===== src/rtl/demux_slot_sched_pkg.sv =====
// -----------------------------------------------------------------------------
// demux_slot_sched_pkg
// Shared types and constants for the slot-scheduled 1x8 demultiplexer.
//   state_e    : scheduler FSM states (IDLE, SCAN)
//   NUM_CH     : number of demux channels
//   SEL_W      : width of a channel index
//   lowest_set : index of the lowest set bit of a channel mask (0 if none)
// -----------------------------------------------------------------------------
package demux_slot_sched_pkg;

    localparam int NUM_CH = 8;
    localparam int SEL_W  = 3;

    typedef enum logic {
        IDLE = 1'b0,
        SCAN = 1'b1
    } state_e;

    function automatic logic [SEL_W-1:0] lowest_set(input logic [NUM_CH-1:0] m);
        logic [SEL_W-1:0] idx;
        idx = '0;
        // Walk downwards so the lowest set bit is the last one written.
        for (int k = NUM_CH - 1; k >= 0; k--) begin
            if (m[k]) idx = SEL_W'(k);
        end
        return idx;
    endfunction

endpackage


===== src/rtl/demux_slot_sched_demux1x8.sv =====
// -----------------------------------------------------------------------------
// demux1x8
// Plain 1-to-8 demultiplexer: the input bit appears on output sel_i.
//   din_i : data input
//   sel_i : output select
//   y_o   : one-hot-positioned copy of din_i, all other bits 0
// -----------------------------------------------------------------------------
module demux1x8
    import demux_slot_sched_pkg::*;
(
    input  logic              din_i,
    input  logic [SEL_W-1:0]  sel_i,
    output logic [NUM_CH-1:0] y_o
);

    assign y_o = NUM_CH'(din_i) << sel_i;

endmodule


===== src/rtl/demux_slot_sched_next_ch_find.sv =====
// -----------------------------------------------------------------------------
// next_ch_find
// Combinational search for the next enabled channel above the current one.
//   mask_i : latched channel enable mask
//   cur_i  : currently active channel
//   next_o : next set mask bit above cur_i, else the lowest set bit
//   wrap_o : 1 when no set bit lies above cur_i (the pass is complete)
// A single-bit mask always reports wrap, which is what ends a frame there.
// -----------------------------------------------------------------------------
module next_ch_find
    import demux_slot_sched_pkg::*;
(
    input  logic [NUM_CH-1:0] mask_i,
    input  logic [SEL_W-1:0]  cur_i,
    output logic [SEL_W-1:0]  next_o,
    output logic              wrap_o
);

    always_comb begin
        next_o = lowest_set(mask_i);
        wrap_o = 1'b1;
        // Descending walk: the last hit is the closest set bit above cur_i.
        for (int k = NUM_CH - 1; k >= 0; k--) begin
            if (mask_i[k] && (k > int'(cur_i))) begin
                next_o = SEL_W'(k);
                wrap_o = 1'b0;
            end
        end
    end

endmodule


===== src/rtl/demux_slot_sched.sv =====
// -----------------------------------------------------------------------------
// demux_slot_sched
// Time-slot scheduler driving a 1x8 demultiplexer. After a start it visits
// every enabled channel in ascending order, dwell+1 cycles each, routing din
// to the active channel, until a stop ends the scan at a slot boundary.
//   clk        : clock, rising edge
//   rst_n      : asynchronous active-low reset
//   start      : begin a scan (accepted only in IDLE with a non-zero mask)
//   stop       : end the scan at the end of the current slot
//   en_mask    : channel enable mask, captured on an accepted start
//   dwell      : slot length minus one, captured on an accepted start
//   din        : serial data routed to the active channel
//   sel        : active channel index (holds its value in IDLE)
//   y          : demultiplexed data, zero when not scanning
//   busy       : scan running
//   frame_done : pulse on the last cycle of a complete pass
// -----------------------------------------------------------------------------
module demux_slot_sched
    import demux_slot_sched_pkg::*;
#(
    parameter int DWELL_W = 8
) (
    input  logic               clk,
    input  logic               rst_n,
    input  logic               start,
    input  logic               stop,
    input  logic [NUM_CH-1:0]  en_mask,
    input  logic [DWELL_W-1:0] dwell,
    input  logic               din,
    output logic [SEL_W-1:0]   sel,
    output logic [NUM_CH-1:0]  y,
    output logic               busy,
    output logic               frame_done
);

    state_e             state_q, state_d;
    logic [SEL_W-1:0]   sel_q, sel_d;
    logic [DWELL_W-1:0] cnt_q, cnt_d;
    logic [DWELL_W-1:0] dwell_q, dwell_d;
    logic [NUM_CH-1:0]  mask_q, mask_d;
    logic               stop_pend_q, stop_pend_d;

    logic [SEL_W-1:0]   next_sel;
    logic               wrap;
    logic               slot_last;
    logic               stop_seen;

    next_ch_find u_next (
        .mask_i (mask_q),
        .cur_i  (sel_q),
        .next_o (next_sel),
        .wrap_o (wrap)
    );

    // Gating din with busy keeps y at zero outside a scan.
    demux1x8 u_demux (
        .din_i (din & busy),
        .sel_i (sel_q),
        .y_o   (y)
    );

    assign busy      = (state_q == SCAN);
    assign sel       = sel_q;
    // Counter only ever runs 0..dwell_q and is cleared at the slot end,
    // so it never overflows even for dwell = all ones.
    assign slot_last = busy && (cnt_q == dwell_q);
    // A stop in the slot's final cycle still ends the scan at that boundary.
    assign stop_seen = stop | stop_pend_q;

    always_comb begin
        state_d     = state_q;
        sel_d       = sel_q;
        cnt_d       = cnt_q;
        dwell_d     = dwell_q;
        mask_d      = mask_q;
        stop_pend_d = stop_pend_q;
        frame_done  = 1'b0;
        case (state_q)
            IDLE: begin
                // A stop arriving in IDLE (including alongside start) is dropped.
                stop_pend_d = 1'b0;
                if (start && (en_mask != '0)) begin
                    mask_d  = en_mask;
                    dwell_d = dwell;
                    sel_d   = lowest_set(en_mask);
                    cnt_d   = '0;
                    state_d = SCAN;
                end
            end
            SCAN: begin
                if (slot_last) begin
                    frame_done = wrap;
                    cnt_d      = '0;
                    if (stop_seen) begin
                        state_d     = IDLE;
                        stop_pend_d = 1'b0;
                    end else begin
                        sel_d = next_sel;
                    end
                end else begin
                    cnt_d       = cnt_q + 1'b1;
                    stop_pend_d = stop_seen;
                end
            end
            default: state_d = IDLE;
        endcase
    end

    always_ff @(posedge clk or negedge rst_n) begin
        if (!rst_n) begin
            state_q     <= IDLE;
            sel_q       <= '0;
            cnt_q       <= '0;
            dwell_q     <= '0;
            mask_q      <= '0;
            stop_pend_q <= 1'b0;
        end else begin
            state_q     <= state_d;
            sel_q       <= sel_d;
            cnt_q       <= cnt_d;
            dwell_q     <= dwell_d;
            mask_q      <= mask_d;
            stop_pend_q <= stop_pend_d;
        end
    end

endmodule

===== config.mk =====
export PLATFORM = sky130hd
export DESIGN_NAME = demux_slot_sched
export DESIGN_NICKNAME = d
export VERILOG_FILES = /design/src/rtl/demux_slot_sched_pkg.sv /design/src/rtl/demux_slot_sched_demux1x8.sv /design/src/rtl/demux_slot_sched_next_ch_find.sv /design/src/rtl/demux_slot_sched.sv
export SDC_FILE = /design/constraint.sdc
export NUM_CORES = 1
export LEC_CHECK = 0
export BUFFER_PORTS_ARGS = -buffer_cell sky130_fd_sc_hd__buf_2
export CORE_UTILIZATION = 35
export CTS_CLUSTER_SIZE = 30
export DETAILED_ROUTE_END_ITERATION = 10
export MAX_ROUTING_LAYER = met4
export PLACE_DENSITY = 0.52
export SLEW_MARGIN = 15
export SYNTH_ARGS = -nofsm -noshare
export SYNTH_HDL_FRONTEND = slang
export SYNTH_SLANG_ARGS = --single-unit

===== constraint.sdc =====
create_clock -name clk -period 3.6 [get_ports clk]
set_input_delay 0.9 -clock clk [delete_from_list [all_inputs] [get_ports clk]]
set_output_delay 0.9 -clock clk [all_outputs]
set_load 0.005 [all_outputs]

* Yosys cells after proc, flatten, opt, wreduce, memory -nomap -nowiden
Index checks and enable logic that the tools add are counted.
** Storage, ports and cells
- Bits in registers :: 29
- Input port bits :: 21
- Output and inout port bits :: 13
- Word-level logic and storage cells :: 81
** Operators by class
- $add $sub $neg :: 1
- Order comparisons :: 7
- Equal/unequal tests :: 5
- Shift-type cells :: 1
- Multiplexer cells :: 46
- Bitwise gates (word level) :: 3
- Reductions and logical operators :: 12
** Operators by type and width (count)
- 3-bit two-way mux :: 26
- 8-bit two-way mux :: 2
- 8-bit one-hot mux with 2 select lines :: 1
- 1-bit two-way mux :: 14
- 3-bit > comparator (first input constant) :: 4
- 1-bit logical AND :: 9
- 8-bit by 1-bit adder with 8-bit output (second input constant) :: 1
- 8-bit equality test :: 1
- 8-bit nonzero test :: 1
- 1-bit by 3-bit << shifter with 8-bit output :: 1
- 2-bit by 3-bit > comparator with 1-bit output (first input constant) :: 2
- 3-bit one-hot mux with 2 select lines :: 1
- 2-bit inequality test (second input constant) :: 2
- 1-bit one-hot mux with 2 select lines :: 2
- 1-bit by 3-bit > comparator with 1-bit output (first input constant) :: 1
- 3-bit by 2-bit inequality test with 1-bit output (second input constant) :: 1
- 3-bit AND reduction :: 1
- 2-bit by 1-bit inequality test with 1-bit output (second input constant) :: 1
- 2-bit AND reduction :: 1
- 1-bit bitwise AND :: 1
- 1-bit inverter :: 1
- 1-bit OR :: 1

* Depth between registers and ports, before layout
- Depth in word-level cells :: 18
- Depth in mapped cells :: 6
- Mapped depth without buffers :: 5

* Hierarchy
From an unflattened synthesis, not the netlist that was laid out.
** Unflattened totals
- Cell total of the unflattened synthesis :: 177
- Area, all modules :: 1814.2 sq um
** Modules (own cells, without submodules)
- demux_slot_sched :: instances 1, cells an instance 123, area each 1462.7 sq um, sequential area each 725.7 sq um
- next_ch_find :: instances 1, cells an instance 46, area each 255.2 sq um, sequential area each 0.0 sq um
- demux1x8 :: instances 1, cells an instance 8, area each 96.3 sq um, sequential area each 0.0 sq um

* Worst setup path after synthesis
No wires, ideal clock.
- Kind :: reg2out
- From :: register cnt_q[4]
- To :: output frame_done
- Arrival :: 1.217 ns
- Required time :: 2.700 ns
- Slack :: 1.483 ns
- Cell stages (with the launch flop) :: 5
- Path through :: dfrtp_1 xor2_1 nor4_4 nand4_1 nor3_1
** Between the ends
- Word-level cells in the longest chain between the ends :: 4
** Ends and longest elaborated chain
- from (decl) :: line demux_slot_sched.sv:38 : logic [DWELL_W-1:0] cnt_q, cnt_d;
- from (signal assigned) :: line demux_slot_sched.sv:120 : cnt_q <= cnt_d;
- 8-bit equality test :: line demux_slot_sched.sv:66 : assign slot_last = busy && (cnt_q == dwell_q);
- 1-bit logical AND :: line demux_slot_sched.sv:66
- 1-bit two-way mux :: line demux_slot_sched.sv:91 : if (slot_last) begin
- 1-bit two-way mux :: line demux_slot_sched.sv:78 : case (state_q)
- to (decl) :: line demux_slot_sched.sv:33 : output logic frame_done
No other way between the ends.

* Worst setup path after layout
- From :: register sel_q[1], in the netlist sel[1]
- To :: output frame_done
** Between the ends
- Word-level cells in the longest chain between the ends :: 11
** Ends and longest elaborated chain
- from (decl) :: line demux_slot_sched.sv:37 : logic [SEL_W-1:0] sel_q, sel_d;
- from (signal assigned) :: line demux_slot_sched.sv:119 : sel_q <= sel_d;
- 3-bit > comparator :: line demux_slot_sched_next_ch_find.sv:24 : if (mask_i[k] && (k > int'(cur_i))) begin
- 1-bit logical AND :: line demux_slot_sched_next_ch_find.sv:24
- 1-bit two-way mux (6 in series) :: line demux_slot_sched_next_ch_find.sv:24
- 1-bit two-way mux (*) :: line demux_slot_sched_next_ch_find.sv:24
- 1-bit two-way mux (*) :: line demux_slot_sched.sv:91
- 1-bit two-way mux (*) :: line demux_slot_sched.sv:78
Mark *: on every way between the ends. The rest lies on a longest branch, timed or not.

==> metrics <==
outcome=finished, final reports clean; I/O pins=34; unrepaired setup endpoints after global routing=false; relative slew slack=56.9%; Power Dens Cells=819 nW/um^2; clock buffer depth=2; top-area cell type share of the netlist area=41.0%; Syn Std Cell Area=1770 sq um; synthesis-stage register bit count=29; Clock Skew=0.00663 ns; cell area after placement=1990 sq um; DRC=0; syn avg cell area=10.1 sq um; Die Ht=73.1 um; Finished Cell Area=2090 sq um; dpl cells=271; Initial DRC Count=60; total power=1710 uW; Post-synth EDFFs=0; core box area=4790 sq um; drt pass-1 iters=4; CTS tree=built; Syn. warnings=0; Setup Buffers After CTS=0; Slew Viols, Final=0; TritonCTS Sinks=29; diodes inserted=0; Seq/Total Area, Yosys=41.0%; first-pass GRT wire length=6890 um; Peak Freq=360 MHz; Worst Setup Start Kind=register; post-route antenna net violation count=0; die width=73.1 um; worst endpoint required time=2.70 ns; post-DP HPWL=3240 um; cell types occupying the most area after synthesis=dfrtp_1 (41%), mux2_1 (7.6%), xor2_1 (4.0%); Clock Pin Slew Worst Setup and Hold Paths=0.06 ns; via count=1466; critical path endpoint category=output port; RePlAce Congestion=0.881; Setup-failing EPs final=0; post-synthesis cell count=176; IR drop worst, VDD=0.371 mV; leakage power=0.000923 uW; CTS Hold Bufs=0; slew at the pin closest to its max-slew limit=0.646 ns; root buffer cell=clkbuf_8; CTS resizes=0; max cap viols=0; IO buf count=33; Syn Nets=198; Final nets=233; dominant synthesized flop cell=dfrtp_1; Remaining Overflow, GRT=0; setup TNS=0 ns; Worst Path Max Fanout=15; critical path arrival=1.88 ns; H-tree levels=2; critical path type=register to output port; FP Rows=25; Die ar.=5350 sq um; period utilization=77.1%; clock latency on the worst-skew pair=0.28 ns; largest net degree at the start of global routing=30; Hold/Removal Path Class=register to register; Initial Utilization=37.0%; count of non-filler cells in the finished layout=279; proportion of layout cells with a drive suffix above 1=25.0%; minimum clock period=2.78 ns; DRT Wirelength=4300 um; via/cell ratio=5.25; GRT Overall Usage=18.1%; Synth area leader=dfrtp_1; wire per inst=15.4 um; vias in the first global route=1411; Area Growth Syn to Fin=18.2%; worst hold slack=0.513 ns; asr flop ratio synth=100%; Unique masters post-synth=46; final hold vios=0; initial antenna violation count=0; CTS buffer count=5
[layer usage]
metal,GRT usage [%],part of all wire (%),vias to the layer above
li1,-,-,711
met3,3.73,3.6,12
met1,20.8,44,705
met4,9.59,3.0,0
met5,-,0,-
met2,29.5,49,38
[layout by cell type, fill, tap and decap left out, drive strengths merged, types with 3 or more instances in the layout]
master / instances
nor2: 17
inv: 6
o21ai: 9
mux2: 16
a21o: 3
clkbuf: 7
nand3: 6
a21oi: 9
nor2b: 5
dfrtp: 29
buf: 34
nor4: 4
nand2: 10
nand2b: 9
xor2: 8
a31oi: 3
a22o: 4
nor3: 6
[through the flow]
step	util [%]	worst slack [ns]
2_1_floorplan	-	1.48
3_3_place_gp	41.6	1.23
3_5_place_dp	41.6	1.13
4_1_cts	43.7	0.809
5_1_grt	43.7	0.626
6_report	43.7	0.823
[Yosys cell counts (4+ instances only)]
cell type / n
dfrtp_1: 29
nor2b_1: 5
nor3_1: 6
a22o_1: 4
mux2_1: 12
nand2b_1: 9
a21oi_1: 7
o21ai_0: 9
nand2_1: 10
nor2_1: 16
inv_1: 6
nand3_1: 6
buf_2: 4
xor2_1: 8
[sequential cells by signal (all words and copies together) (netlist names)]
name / flops
stop_pend_q: 1
sel: 3
dwell_q: 8
cnt_q: 8
busy: 1
mask_q: 8
[worst max-delay path: stages, from the launching register on]
cell and delay (ns):
dfrtp_1 0.59, nand2_1 0.22, o21ai_0 0.33, nand4_1 0.14, nor3_1 0.17, buf_2 0.15
[where the power goes]
part	switching, uW	total (uW)	internal [uW]
Clock	120	292	172
Sequential	224	698	474
Combinational	366	723	357
Total	711	1710	1000
[final cells by class]
| class | instances | area [sq um] |
|---|---|---|
| Clock buffer | 7 | 96.3 |
| Clock inverter | 1 | 5.00 |
| Fill cell | 479 | 2690 |
| Inverter | 6 | 22.5 |
| Multi-Input combinational cell | 135 | 987 |
| Sequential cell | 29 | 726 |
| Tap cell | 67 | 83.8 |
| Timing Repair Buffer | 34 | 173 |
[kinds of logic after synthesis]
group,share of synthesized area (%)
flip-flops,41.0
multiplexers,10.8
AO/OA/AOI/OAI,19.6
adder cells (fa/ha/maj),0.707
buffers and inverters,3.25
XOR/XNOR,3.96
AND/OR/NAND/NOR,20.7
[worst paths after layout]
kind / start / to / slack, ns / cells after the start
worst max-delay path: sel[1] / frame_done / 0.82 / 5
worst min-delay path: dwell_q[0] / dwell_q[0] / 0.51 / 1
worst max register to register: sel[1] / sel[0] / 1.62 / 5
worst min register to register: dwell_q[0] / dwell_q[0] / 0.51 / 1
max in group asynchronous: rst_n / mask_q[0] / 2.53 / 1
min in group asynchronous: rst_n / busy / 0.65 / 1
Note: power is estimated with default switching activity, not from simulation.
